==> config.mk <==
export PLATFORM = sky130hd
export DESIGN_NAME = mem_stage_ctrl
export DESIGN_NICKNAME = d
export VERILOG_FILES = /design/src/rtl/mem_stage_pkg.sv /design/src/rtl/mem_stage_ctrl_mem_wb_reg.sv /design/src/rtl/mem_stage_ctrl.sv
export SDC_FILE = /design/constraint.sdc
export NUM_CORES = 1
export LEC_CHECK = 0
export BUFFER_PORTS_ARGS = -buffer_cell sky130_fd_sc_hd__buf_4
export CORE_AREA = 4 4 162 164
export DETAILED_ROUTE_END_ITERATION = 10
export DIE_AREA = 0 0 166 168
export GPL_ROUTABILITY_DRIVEN = 0
export PLACE_DENSITY = 0.71
export SYNTH_ARGS = -nofsm -noshare
export SYNTH_HDL_FRONTEND = slang
export SYNTH_SLANG_ARGS = --single-unit
==> constraint.sdc <==
create_clock -name clk -period 10.7 [get_ports clk]
set_input_delay 1.605 -clock clk [delete_from_list [all_inputs] [get_ports clk]]
set_output_delay 1.605 -clock clk [all_outputs]
set_load 0.005 [all_outputs]
==> src/rtl/mem_stage_pkg.sv <==
// Shared types and constants for the memory-stage controller and its MEM/WB register.
package mem_stage_pkg;

    localparam int unsigned REG_W  = 5;
    localparam int unsigned DATA_W = 64;
    localparam int unsigned CNT_W  = 8;

    localparam logic [2:0] WORD_ALIGN_MASK = 3'b111;

    typedef enum logic [1:0] {
        IDLE = 2'd0,
        BUSY = 2'd1,
        DONE = 2'd2
    } state_t;

    // Payload loaded into MEM/WB when the controller lets an instruction retire.
    typedef struct packed {
        logic              we;
        logic [REG_W-1:0]  rd;
        logic [DATA_W-1:0] data;
    } wb_payload_t;

    // A 64-bit access must sit on an 8-byte boundary.
    function automatic logic is_misaligned(input logic [2:0] addr_lo);
        return |(addr_lo & WORD_ALIGN_MASK);
    endfunction

endpackage

==> src/rtl/mem_stage_ctrl_mem_wb_reg.sv <==
// MEM/WB pipeline register: loads the payload or a bubble (write enable cleared, rest held).
module mem_wb_reg
    import mem_stage_pkg::*;
(
    input  logic              clk,
    input  logic              reset,
    input  logic              load_i,
    input  wb_payload_t       payload_i,
    output logic              we_o,
    output logic [REG_W-1:0]  rd_o,
    output logic [DATA_W-1:0] data_o
);

    logic              we_q;
    logic [REG_W-1:0]  rd_q;
    logic [DATA_W-1:0] data_q;

    // Payload on load, otherwise a bubble that only kills the write enable.
    always_ff @(posedge clk or posedge reset) begin
        if (reset) begin
            we_q   <= 1'b0;
            rd_q   <= '0;
            data_q <= '0;
        end else if (load_i) begin
            we_q   <= payload_i.we;
            rd_q   <= payload_i.rd;
            data_q <= payload_i.data;
        end else begin
            we_q   <= 1'b0;
        end
    end

    assign we_o   = we_q;
    assign rd_o   = rd_q;
    assign data_o = data_q;

endmodule

==> src/rtl/mem_stage_ctrl.sv <==
// Memory-stage controller: drives the data-memory handshake, stalls upstream
// while an access is outstanding, flags misalignment/timeouts and feeds MEM/WB.
module mem_stage_ctrl
    import mem_stage_pkg::*;
#(
    parameter int unsigned TIMEOUT_CYC = 255
) (
    input  logic              clk,
    input  logic              reset,
    input  logic              memWrite_E_MEM,
    input  logic              mem_read_MEM,
    input  logic              MemToReg_MEM,
    input  logic              regWrite_E_MEM,
    input  logic [DATA_W-1:0] ALU_out_MEM,
    input  logic [REG_W-1:0]  regWrite_MEM,
    input  logic [DATA_W-1:0] mem_Din_MEM,
    output logic              dmem_req,
    output logic              dmem_we,
    output logic [DATA_W-1:0] dmem_addr,
    output logic [DATA_W-1:0] dmem_wdata,
    input  logic              dmem_ack,
    input  logic [DATA_W-1:0] dmem_rdata,
    output logic              stall_MEM,
    output logic              regWrite_E_WB,
    output logic [REG_W-1:0]  regWrite_WB,
    output logic [DATA_W-1:0] wb_data_WB,
    output logic              misalign_err,
    output logic              bus_err
);

    localparam logic [CNT_W-1:0] CNT_LAST = CNT_W'(TIMEOUT_CYC - 1);

    state_t            state_q, state_d;
    logic              req_q, req_d;
    logic              we_q, we_d;
    logic [DATA_W-1:0] addr_q, addr_d;
    logic [DATA_W-1:0] wdata_q, wdata_d;
    logic [DATA_W-1:0] rdata_q, rdata_d;
    logic [CNT_W-1:0]  cnt_q, cnt_d;
    logic              killed_q, killed_d;
    logic              mis_q, mis_d;
    logic              bus_q, bus_d;

    logic              access;
    logic              misaligned;
    logic              rw_both;
    logic              wb_load;
    wb_payload_t       wb_payload;

    assign access     = mem_read_MEM | memWrite_E_MEM;
    assign misaligned = access & is_misaligned(ALU_out_MEM[2:0]);
    assign rw_both    = mem_read_MEM & memWrite_E_MEM;

    // State and registered bus/flag outputs; reset abandons any access in flight.
    always_ff @(posedge clk or posedge reset) begin
        if (reset) begin
            state_q  <= IDLE;
            req_q    <= 1'b0;
            we_q     <= 1'b0;
            addr_q   <= '0;
            wdata_q  <= '0;
            rdata_q  <= '0;
            cnt_q    <= '0;
            killed_q <= 1'b0;
            mis_q    <= 1'b0;
            bus_q    <= 1'b0;
        end else begin
            state_q  <= state_d;
            req_q    <= req_d;
            we_q     <= we_d;
            addr_q   <= addr_d;
            wdata_q  <= wdata_d;
            rdata_q  <= rdata_d;
            cnt_q    <= cnt_d;
            killed_q <= killed_d;
            mis_q    <= mis_d;
            bus_q    <= bus_d;
        end
    end

    // Next-state, stall and MEM/WB load selection.
    always_comb begin
        state_d         = state_q;
        req_d           = req_q;
        we_d            = we_q;
        addr_d          = addr_q;
        wdata_d         = wdata_q;
        rdata_d         = rdata_q;
        cnt_d           = cnt_q;
        killed_d        = killed_q;
        mis_d           = mis_q;
        bus_d           = bus_q;
        stall_MEM       = 1'b0;
        wb_load         = 1'b0;
        wb_payload.we   = 1'b0;
        wb_payload.rd   = regWrite_MEM;
        wb_payload.data = ALU_out_MEM;

        case (state_q)
            IDLE: begin
                if (misaligned) begin
                    mis_d = 1'b1;
                end else if (access) begin
                    stall_MEM = 1'b1;
                    req_d     = 1'b1;
                    we_d      = memWrite_E_MEM;
                    addr_d    = ALU_out_MEM;
                    wdata_d   = mem_Din_MEM;
                    cnt_d     = '0;
                    killed_d  = 1'b0;
                    state_d   = BUSY;
                end else begin
                    wb_load       = 1'b1;
                    wb_payload.we = regWrite_E_MEM;
                end
            end
            BUSY: begin
                stall_MEM = 1'b1;
                cnt_d     = cnt_q + CNT_W'(1);
                if (dmem_ack) begin
                    rdata_d = dmem_rdata;
                    req_d   = 1'b0;
                    state_d = DONE;
                end else if (cnt_q == CNT_LAST) begin
                    req_d    = 1'b0;
                    bus_d    = 1'b1;
                    killed_d = 1'b1;
                    state_d  = DONE;
                end
            end
            DONE: begin
                wb_load         = 1'b1;
                wb_payload.we   = regWrite_E_MEM & ~killed_q & ~rw_both;
                wb_payload.data = MemToReg_MEM ? rdata_q : ALU_out_MEM;
                killed_d        = 1'b0;
                state_d         = IDLE;
            end
            default: begin
                state_d = IDLE;
            end
        endcase
    end

    mem_wb_reg u_mem_wb_reg (
        .clk       (clk),
        .reset     (reset),
        .load_i    (wb_load),
        .payload_i (wb_payload),
        .we_o      (regWrite_E_WB),
        .rd_o      (regWrite_WB),
        .data_o    (wb_data_WB)
    );

    assign dmem_req     = req_q;
    assign dmem_we      = we_q;
    assign dmem_addr    = addr_q;
    assign dmem_wdata   = wdata_q;
    assign misalign_err = mis_q;
    assign bus_err      = bus_q;

endmodule

==> results.md <==
- Register area share after synthesis: 63.1%
- Final core utilization: 61.6%
- Vias: 7510
- PD cells: 216 nW/um^2
- ANT nets after route: 0
- YS warnings: 0
- Psw: 0.000836 W
- Post-CTS Setup Inserts: 0
- CTS Buf Count: 30
- Nets: 1376
- Hpwl dp: 20300 um
- Top-Level Pins: 407
- Number of global-route vias before repair: 7888
- Max Cap Viol: 0
- Port Buffers: 406
- Final period util: 39.8%
- Layout Cells excl Fill: 1524
- Synthesized flop and latch total: 277
- Final Hold Fails: 0
- Clock sink count: 277
- Async S/R FF share, synth: 100%
- Startpoint types: input pin
- Final Slew Violations: 0
- Crit path from: memWrite_E_MEM
- Achievable Freq: 0.235 GHz
- Reg power frac: 44.8%
- Worst min path class: reg2reg
- Adder-cell area share of the yosys netlist: 0.228%
- Setup crit end kind: output port
- Clock latency on the worst-skew pair: 0.53 ns
- Pleak: 7.84 nW
- Setup TNS Final: 0 ns
- Switching Share: 25.3%
- Simple-gate portion of the synthesized area: 4.09%
- Total grt overflow: 0
- Top cell type's share of synthesized area: 63.1%
- Post-synthesis mux area share: 25.9%
- Chip height: 168 um
- Mean post-synth cell area: 14.3 um^2
- Worst Tran Pin Value: 1.06 ns
- Tmin final: 4.26 ns
- Critical path type: in2out
- Vias/cell: 4.93
- Largest family of logic cells by synthesized area: multiplexers
- Final wirelength: 28700 um
- Syn nets: 976
- First-pass GRT wire length: 44700 um
- DP Cell Count: 1468
- Status: finished, final reports clean
- Hold-fix buffers, CTS: 0
- Worst Clk Skew: 0.00859 ns
- Synthesized area: 11000 um^2
- Area delta synth->final: 39.6%
- Post-DR wirelength/cell: 18.8 um
- CP arrival: 2.65 ns
- Initial Util: 44.1%
- Int Pwr: 0.00247 W
- Clock share of power: 33.0%
- Initial DRC count: 307
- Final-report setup violation count: 0
- Crit path required time: 9.10 ns
- Fill cells: 2026
- Rel. slew slack: 29.2%
- Max clock buf depth: 3
- Mapped Cells: 770
- RSZ-0062 raised after global routing: no
- Fraction of layout cells with a size suffix above 1: 51.6%
- Compound-Gate Fraction of Synth Area: 4.21%
- Root Driver: clkbuf_16
- Largest net degree at the start of global routing: 142
- Combinational Power Share: 22.2%
- Most used standard cell by instance count after synthesis: dfrtp_1
- DR pass1 iterations: 4
- Die extent in x: 166 um
- Hold Startpoint: misalign_err$_DFFE_PP0P_
- Worst VDD drop: 140 uV
- # resized after CTS: 0
- DRC: 0
- Clk pin slew, worst setup/hold paths: 0.06 ns
- EDFF count, synth: 0
- CTS tree: done
- Post-synth top cells: dfrtp_1, mux2_2, o21ai_0
- N_diodes: 0
- Std cell rows: 58
- Critical Path Fanout Max: 5
- Die area: 27900 um^2
- Largest cells by area after synthesis: dfrtp_1, mux2_2, mux2i_1
- Area leader, netlist: dfrtp_1
- Core area: 24900 um^2
- Initial antenna violation count: 1
- Library cells used by synthesis: 37
- Overall routing resource usage: 19.9%
- H-tree depth: 1
- Dominant synthesized flop cell: dfrtp_1
- Worst R2R Start: state_q[1]$_DFFE_PP0P_
- Synth Area in XOR/XNOR: 0%
[flip-flops by register name, indices dropped and copies added, names as in the netlist]
register             cells
dmem_addr               64
dmem_wdata              64
rdata_q                 64
u_mem_wb_reg.data_o     64
cnt_q                    8
u_mem_wb_reg.rd_o        5
state_q                  2
bus_err                  1
dmem_req                 1
dmem_we                  1
killed_q                 1
misalign_err             1
u_mem_wb_reg.we_o        1
[layout make-up]
type                       instances  area, um^2  area share, %
clock buffer                      40         890           5.80
clock inverter                    16         186           1.22
inverter                           5        26.3          0.171
multi-input combinational        445        3800           24.8
sequential                       277        6930           45.2
tap                              330         413           2.69
timing repair buffer             411        3090           20.1
[worst max-delay path, stage by stage]
cell	delay [ns]
buf_4	0.12
or2_2	0.34
a21oi_1	0.17
or2_1	0.21
inv_1	0.06
buf_4	0.14
[kinds of logic after synthesis]
kind of cell / Yosys count
adder cells (fa/ha/maj): 2
buffers and inverters: 48
AND/OR/NAND/NOR: 99
AO/OA/AOI/OAI: 84
multiplexers: 260
flip-flops: 277
[routing by layer]
layer | vias up | GRT usage (%) | wire [um]
met5 | - | 0 | 10
met4 | 2 | 6.67 | 996
met3 | 59 | 7.14 | 2610
met2 | 277 | 33.7 | 14100
met1 | 3665 | 23.7 | 11000
li1 | 3507 | - | -
[power by group through the flow]
stage                     Combinational, W  Clock, W  Sequential [W]
after floorplan                   0.000295         0         0.00149
after global placement            0.000731         0         0.00149
after global routing              0.000804   0.00117         0.00152
after detailed placement          0.000749         0         0.00150
after CTS                         0.000751   0.00112         0.00148
final                             0.000736   0.00109         0.00148
[path summary, 6_finish.rpt]
path | end | slack, ns | depth (start not counted)
worst max-delay path | stall_MEM | 6.44 | 6
worst min-delay path | misalign_err$_DFFE_PP0P_ | 0.47 | 2
worst max register to register | dmem_wdata[60]$_DFFE_PP0P_ | 7.77 | 4
worst min register to register | misalign_err$_DFFE_PP0P_ | 0.47 | 2
max in group asynchronous | rdata_q[41]$_DFFE_PP0P_ | 7.05 | 4
min in group asynchronous | dmem_wdata[55]$_DFFE_PP0P_ | 1.30 | 2
[metrics by stage]
| stage | hold WS [ns] | setup WS [ns] | total power [W] | area [um^2] |
|---|---|---|---|---|
| 6_report | 0.465 | 6.44 | 0.00331 | 15300 |
| 3_5_place_dp | 0.457 | 6.33 | 0.00225 | 14300 |
| 4_1_cts | 0.474 | 6.44 | 0.00335 | 15300 |
| 2_1_floorplan | 0.445 | 1.46 | 0.00178 | 11000 |
| 3_3_place_gp | 0.456 | 6.35 | 0.00222 | 14300 |
| 5_1_grt | 0.496 | 6.38 | 0.00349 | 15300 |
[placed cells by master (no fill, tap or decap), types with 3 or more instances in the layout]
cell and count:
mux2_2 143, clkbuf_16 31, and3_1 3, mux2i_1 65, dfrtp_1 277, inv_1 4, mux2_1 52, nand3_1 5
nand2_1 68, nand2b_1 3, a22o_1 3, clkinv_2 10, and2_1 3, o21ai_0 69, buf_4 411, bufinv_16 4
clkbuf_8 8, nor2_1 4, a21oi_1 3
Note: power is estimated with default switching activity, not from simulation.
